[src/rtl/conv_frame_sequencer.sv]
// Frame sequencer for the 3x3 convolution path: drives the frame counter, flags the
// valid output-pixel windows and their coordinates. Optional macro: CONV_SEQ_AUTO_RESTART_EN.
module conv_frame_sequencer #(
  parameter int CNT_MAX    = 68,
  parameter int FIRST_CAP  = 20,
  parameter int ROW_PERIOD = 8,
  parameter int ROW_LEN    = 6,
  parameter int N_ROWS     = 6,
  localparam int CW        = $clog2(CNT_MAX + 1)
) (
  input  logic          clk,
  input  logic          rst,
  input  logic          start,
  input  logic          stall,
  output logic [CW-1:0] cnt,
  output logic          cap_en,
  output logic [2:0]    out_row,
  output logic [2:0]    out_col,
  output logic [5:0]    out_addr,
  output logic          busy,
  output logic          done,
  output logic [1:0]    fsm_state
);

  typedef enum logic [1:0] {
    IDLE = 2'd0,
    RUN  = 2'd1,
    DONE = 2'd2
  } state_t;

  localparam logic [CW-1:0] CNT_MAX_C    = CW'(CNT_MAX);
  localparam logic [CW-1:0] FIRST_CAP_C  = CW'(FIRST_CAP);
  localparam logic [CW-1:0] ROW_PERIOD_C = CW'(ROW_PERIOD);
  localparam logic [CW-1:0] ROW_LEN_C    = CW'(ROW_LEN);
  localparam logic [CW-1:0] N_ROWS_C     = CW'(N_ROWS);

  state_t        state_q;
  logic          past_first;
  logic [CW-1:0] d;
  logic [CW-1:0] row_full;
  logic [CW-1:0] col_full;
  logic          in_window;

  // d is forced to zero before the first capture so the subtraction never wraps.
  always_comb begin
    past_first = (cnt >= FIRST_CAP_C);
    d          = past_first ? (cnt - FIRST_CAP_C) : '0;
    row_full   = d / ROW_PERIOD_C;
    col_full   = d % ROW_PERIOD_C;
    in_window  = past_first && (col_full < ROW_LEN_C) && (row_full < N_ROWS_C);
    cap_en     = (state_q == RUN) && !stall && in_window;
    out_row    = cap_en ? row_full[2:0] : 3'd0;
    out_col    = cap_en ? col_full[2:0] : 3'd0;
  end

  assign busy      = (state_q != IDLE);
  assign done      = (state_q == DONE) && !stall;
  assign fsm_state = state_q;

  // A stalled cycle freezes every register, so a pending transition simply waits.
  always_ff @(posedge clk or posedge rst) begin
    if (rst) begin
      state_q  <= IDLE;
      cnt      <= '0;
      out_addr <= '0;
    end else if (!stall) begin
      case (state_q)
        IDLE: begin
          cnt <= '0;
          if (start) begin
            state_q  <= RUN;
            out_addr <= '0;
          end
        end
        RUN: begin
          if (cnt == CNT_MAX_C) begin
            state_q <= DONE;
            cnt     <= '0;
          end else begin
            cnt <= cnt + CW'(1);
          end
          if (cap_en) out_addr <= out_addr + 6'd1;
        end
        DONE: begin
`ifdef CONV_SEQ_AUTO_RESTART_EN
          if (start) begin
            state_q  <= RUN;
            cnt      <= '0;
            out_addr <= '0;
          end else begin
            state_q <= IDLE;
          end
`else
          state_q <= IDLE;
`endif
        end
        default: begin
          state_q <= IDLE;
          cnt     <= '0;
        end
      endcase
    end
  end

endmodule

[config.mk]
export PLATFORM = sky130hd
export DESIGN_NAME = conv_frame_sequencer
export DESIGN_NICKNAME = d
export VERILOG_FILES = /design/src/rtl/conv_frame_sequencer.sv
export SDC_FILE = /design/constraint.sdc
export NUM_CORES = 1
export LEC_CHECK = 0
export BUFFER_PORTS_ARGS = -buffer_cell sky130_fd_sc_hd__buf_2
export CORE_MARGIN = 1.5
export CORE_UTILIZATION = 51
export CTS_CLUSTER_SIZE = 20
export DETAILED_ROUTE_END_ITERATION = 10
export PLACE_DENSITY = 0.78
export REMOVE_ABC_BUFFERS = 1
export SYNTH_ARGS = -nofsm -noshare
export SYNTH_HDL_FRONTEND = slang
export SYNTH_SLANG_ARGS = --single-unit
[constraint.sdc]
create_clock -name clk -period 2.3 [get_ports clk]
set_input_delay 0 -clock clk [delete_from_list [all_inputs] [get_ports clk]]
set_output_delay 0 -clock clk [all_outputs]
set_load 0.01 [all_outputs]
# Yosys cells after proc, flatten, opt, wreduce, memory -nomap -nowiden
# Index checks and enable logic that the tools add are counted.
# totals
wordCells,40
input_bits,4
mem_bits_rw,0
output_inout_bits,24
latch_bits,0
n_memories,0
rom_bits,0
register_bits,15
# classes
muxes,11
n_reduce_logical,12
mul,0
shifts,0
addsub,3
eq_ne,6
order_cmp,3
n_bitwise,2
n_div,0
# op_table
operator,n
7-bit two-way mux,2
7-bit case mux with 2 select lines,1
6-bit two-way mux,2
6-bit case mux with 2 select lines,1
"7-bit by 1-bit adder with 7-bit output, second input constant",1
"7-bit == test, second input constant",1
"7-bit by 5-bit >= comparator with 1-bit output, second input constant",1
"7-bit by 5-bit subtractor with 7-bit output, second input constant",1
"6-bit by 1-bit adder with 6-bit output, second input constant",1
3-bit two-way mux,2
1-bit logical AND,5
"4-bit by 3-bit < comparator with 1-bit output, second input constant",1
2-bit two-way mux,2
"2-bit inequality test, second input constant",2
2-bit case mux with 2 select lines,1
4-bit AND reduction,1
2-bit nonzero test,2
"3-bit < comparator, second input constant",1
3-bit AND reduction,1
"2-bit by 1-bit == test with 1-bit output, second input constant",1
"2-bit == test, second input constant",1
2-bit zero test,1
"2-bit by 1-bit inequality test with 1-bit output, second input constant",1
1-bit inverter,2
2 further kinds,2

# Depth between registers and ports, before layout
# depth
depth_word,8
ltp_mapped,8
depth_no_buf,8

# Worst setup path after synthesis
# OpenSTA, ideal clock, no wires.
# synth_path
kind,flip-flop to flip-flop
from,register cnt[2]
to,register out_addr[2]
required_time_ps,2180
arrival_ps,1900
setup_slack_ps,281
path_stages_with_launch,9
n_path_buf,0
period_less_slack_ps,2019
setup_time_ps,120
path_cell_list,dfrtp_1 > inv_1 > ha_1 > or4b_1 > o21ai_2 > nor3b_4 > nand2_8 > inv_4 > a31o_1
# synth_between
elab_chain_len,8
word_cells_on_any_way,10
classes_between,add/sub: 1; order compare: 3; eq/ne: 1; mux: 1; reduce/logical: 4
# synth_rtl
item,line,text
"start, declared",15,"output logic [CW-1:0] cnt,"
"start signal, assigned",80,cnt <= cnt + CW'(1);
7-bit by 5-bit subtractor with 7-bit output / 7-bit by 5-bit >= comparator with 1-bit output (equally long branches),"47, 46",
7-bit two-way mux,47,d = past_first ? (cnt - FIRST_CAP_C) : '0;
3-bit < comparator,50,in_window = past_first && (col_full < ROW_LEN_C) && (row_full < N_ROWS_C);
1-bit logical AND,50,
1-bit logical AND *,50,
1-bit logical AND *,51,cap_en = (state_q == RUN) && !stall && in_window;
via cap_en,16,"output logic cap_en,"
2-bit inequality test (no line) *,n/a,
4-bit AND reduction (no line) *,n/a,
"end signal, assigned",82,if (cap_en) out_addr <= out_addr + 6'd1;
"end, declared",19,"output logic [5:0] out_addr,"
# Mark *: on every way through the listed nets, which the timed path passes. The rest lies on a longest branch.
# A chain may end at the register's enable or synchronous reset.

# Worst setup path after layout
# layout_path
from,register cnt[3]
to,output port out_row[1]
# layout_between
elab_chain_len,7
word_cells_on_any_way,9
classes_between,add/sub: 1; order compare: 3; mux: 2; reduce/logical: 3
# layout_rtl
item,line,text
branches (longest 6 deep; another with 7-bit by 5-bit subtractor with 7-bit output),n/a,
3-bit two-way mux *,52,out_row = cap_en ? row_full[2:0] : 3'd0;
"end, declared",17,"output logic [2:0] out_row,"
# Every way passes the cells marked *.

==> results by group <==
Die
  – DIE HEIGHT: 48.5 um
  – Die width: 48.5 um
  – Row count: 16
  – Initial Util: 53.8%
  – Ports: 28
  – CORE AREA: 1960 um^2
  – Die area: 2350 um^2

Timing
  – F_max: 471 MHz
  – Fin Clk Skew: 8.39 ps
  – RSZ-0062 raised after global routing: false
  – Final worst-path cycle share: 92.4%
  – Setup violations, final: 0
  – Final min period: 2120 ps
  – PnR worst setup slack: 175 ps
  – Setup TNS: 0 ps
  – Final slew viol count: 0
  – Least-Margin Pin Slew: 593 ps
  – Fin. Hold Viols: 0
  – Max_slew headroom: 60.4%

Pwr
  – Leakage: 0.657 nW
  – P_sw: 0.373 mW
  – Internal power: 0.522 mW
  – Combinational power share: 41.5%
  – Clock power frac: 17.2%
  – Seq pwr share: 41.4%
  – Worst IR Drop VDD: 0.611 mV
  – PwrDens: 709 nW/um^2
  – Switch share: 41.7%

Critical path
  – R2r setup slk: 340 ps
  – Worst setup path start: cnt[3]$_DFFE_PP0P_
  – R2R cell count: 7
  – Maximum fanout along the worst path: 9
  – RR Endpoint: out_addr[3]$_DFFE_PP0P_
  – Worst Path Required: 2300 ps
  – Crit path kind: reg -> out
  – Critical path endpoint category: output pin
  – FF-to-FF Start: cnt[3]$_DFFE_PP0P_
  – CP endpoint: out_row[1]
  – WP data arrival: 2120 ps
  – CP Launch Type: register

Final layout
  – Reg area: 377 um^2
  – Non-filler cells, final: 177
  – Area Growth Syn to Fin: 19.6%
  – Fraction of layout cells with a size suffix above 1: 28.0%
  – Diodes inserted: 0
  – Multi-input logic area: 623 um^2
  – Fillers: 177
  – Final layout net count: 161

Placement
  – Port Buffer Count: 27
  – Detailed Place HPWL: 1790 um
  – Inst Count DP: 172
  – Pre-CTS setup slack: 271 ps
  – Final GP Congestion: 0.866

Routing
  – Wire length per cell: 13.3 um
  – DRC errors left: 0
  – Final ANT Viol Nets: 0
  – DR iter-0 viols: 24
  – Via Count: 959
  – Vias per cell: 5.42
  – Final wirelength: 2350 um
  – Drt first pass iters: 4

Global route
  – Vias in the first global route: 895
  – Largest net degree at the start of global routing: 16
  – GR Util met1: 31.1%
  – Congestion Overflow GR: 0
  – Met3 usage: 2.16%
  – Initial antenna violation count: 0
  – Gr usage total: 21.9%
  – GRT met2 Usage: 34.0%
  – First-pass GRT wire length: 4110 um
  – GRT busiest layer: met2

Clocking
  – TritonCTS clock tree: built
  – Htree depth: 1
  – Worst-skew pair later-pin latency: 290 ps
  – Clock net sink count: 15
  – CTS Buffer Depth: 2
  – Clock slew at reported path FFs: 100 ps
  – Root Driver: clkbuf_4
  – Cts bufs inserted: 3

Synth
  – Post-Synth Simple-Gate Area: 29.3%
  – Library cells used by synthesis: 41
  – Synth Area in XOR/XNOR: 4.15%
  – Mapped Area: 1050 um^2
  – Largest family of logic cells by synthesized area: simple AND/OR/NAND/NOR gates
  – Register area share after synthesis: 35.6%
  – Yosys warns: 0
  – Compound-Gate Fraction of Synth Area: 14.0%
  – Area share of fa/ha/maj cells after synthesis: 7.12%
  – Mapped Cells: 119
  – Post-synthesis mux area share: 3.80%
  – Average size of a mapped cell: 8.86 um^2
  – Post-synthesis register bit count: 15

Hold path
  – Hold/Removal Path Class: in -> reg

Flow run
  – # Max-Cap Violations: 0

Status
  – Outcome: complete, no violations
stage by stage:
| stage | total power, mW | cell area, um^2 | util, % | hold slack, ps |
|---|---|---|---|---|
| 6_report | 0.895 | 1260 | 64.3 | 26.5 |
| 4_1_cts | 0.891 | 1250 | 63.8 | 29.1 |
| 2_1_floorplan | 0.613 | 1030 | - | -98.5 |
| 3_3_place_gp | 0.717 | 1210 | 61.9 | 85.7 |
| 5_1_grt | 0.962 | 1260 | 64.3 | 38.6 |
| 3_5_place_dp | 0.735 | 1210 | 61.9 | 89.9 |
registers in the layout (all words and copies together) (netlist names):
| name | count |
|---|---|
| out_addr | 6 |
| cnt | 7 |
| fsm_state | 2 |
routing by layer:
metal / part of all wire (%) / vias to the layer above
met5: 0 / -
met4: 2.6 / 0
met3: 6.7 / 6
met2: 47 / 44
met1: 44 / 437
li1: - / 472
cells in the final DEF, fill, tap and decap left out, types with 3 or more instances in the layout:
master / count
buf_2: 27
nor2_1: 16
dfrtp_1: 14
nand2_1: 13
inv_1: 9
ha_1: 6
nand2b_1: 4
xnor2_1: 4
mux2i_1: 4
a21oi_1: 3
o21ai_0: 3
nand3_1: 3
and3_1: 3
nor3_1: 3
clkbuf_4: 3
cells by family after synthesis:
kind of cell,count (synthesis)
and+or+nand+nor,55
xor gates and xnor gates,5
buffers and inverters,13
adders and majority gates,6
AOI/OAI and AO/OA,21
muxes,4
DFF,15
cell usage after synthesis (all sizes together):
master   count  share of area [%]
nor2        16                5.7
dfrtp       15                 36
nand2       14                6.5
inv         10                3.8
ha           6                7.1
o21ai        6                3.2
a21oi        4                2.3
mux2i        4                3.8
nand2b       4                2.4
xnor2        4                3.3
and3         3                1.8
buf          3                2.3
nand3        3                1.4
nor3         3                1.4
nor3b        3                3.7
a31oi        2                1.2
nand3b       2                1.4
nand4        2                1.2
o21a         2                1.4
a2111oi      1                1.4
a21boi       1               0.71
a21o         1               0.71
a22o         1               0.83
a31o         1               0.83
nand4b       1               0.83
nor2b        1               0.59
nor4b        1               0.83
o211ai       1               0.71
o31ai        1               0.71
or2          1               0.59
or4b         1               0.95
xor2         1               0.83
power groups by stage:
| stage | combinational [mW] | sequential [mW] | clock, mW |
|---|---|---|---|
| 2_1_floorplan | 0.221 | 0.392 | 0 |
| 3_3_place_gp | 0.349 | 0.368 | 0 |
| 3_5_place_dp | 0.362 | 0.373 | 0 |
| 4_1_cts | 0.368 | 0.367 | 0.155 |
| 5_1_grt | 0.410 | 0.382 | 0.170 |
| 6_report | 0.371 | 0.370 | 0.154 |
critical path, stage by stage, from the launching register on:
cell and delay (ps):
dfrtp_2 470, inv_1 120, ha_1 180, nand3_1 100, nand4_1 160, nor3b_4 410
nand2_8 120, nor2_1 140, buf_2 140
layout make-up:
type | instances | share of cell area [%]
Clock buffer | 3 | 1.79
Clock inverter | 1 | 0.397
Inverter | 10 | 3.17
Multi-Input combinational cell | 91 | 49.4
Sequential cell | 15 | 29.9
Tap cell | 27 | 2.68
Timing Repair Buffer | 30 | 12.7
repair_timing:
item                                   in CTS  in global routing
hold buffers                                1                  0
resized for setup                           0                  2
setup endpoints to repair                   0                  6
buffers inserted                            0                  0
endpoints found under the hold margin      15                  0
worst min-delay path by stage:
stage,from,end,depth (start not counted)
final,stall,fsm_state[1]$_DFFE_PP0P_,3
after global routing,stall,fsm_state[1]$_DFFE_PP0P_,3
after CTS,stall,fsm_state[1]$_DFFE_PP0P_,3
after detailed placement,rst,out_addr[1]$_DFFE_PP0P_,2
after global placement,rst,fsm_state[0]$_DFFE_PP0P_,2
after floorplan,rst,cnt[0]$_DFFE_PP0P_,1
(Power assumes the default switching activity.)
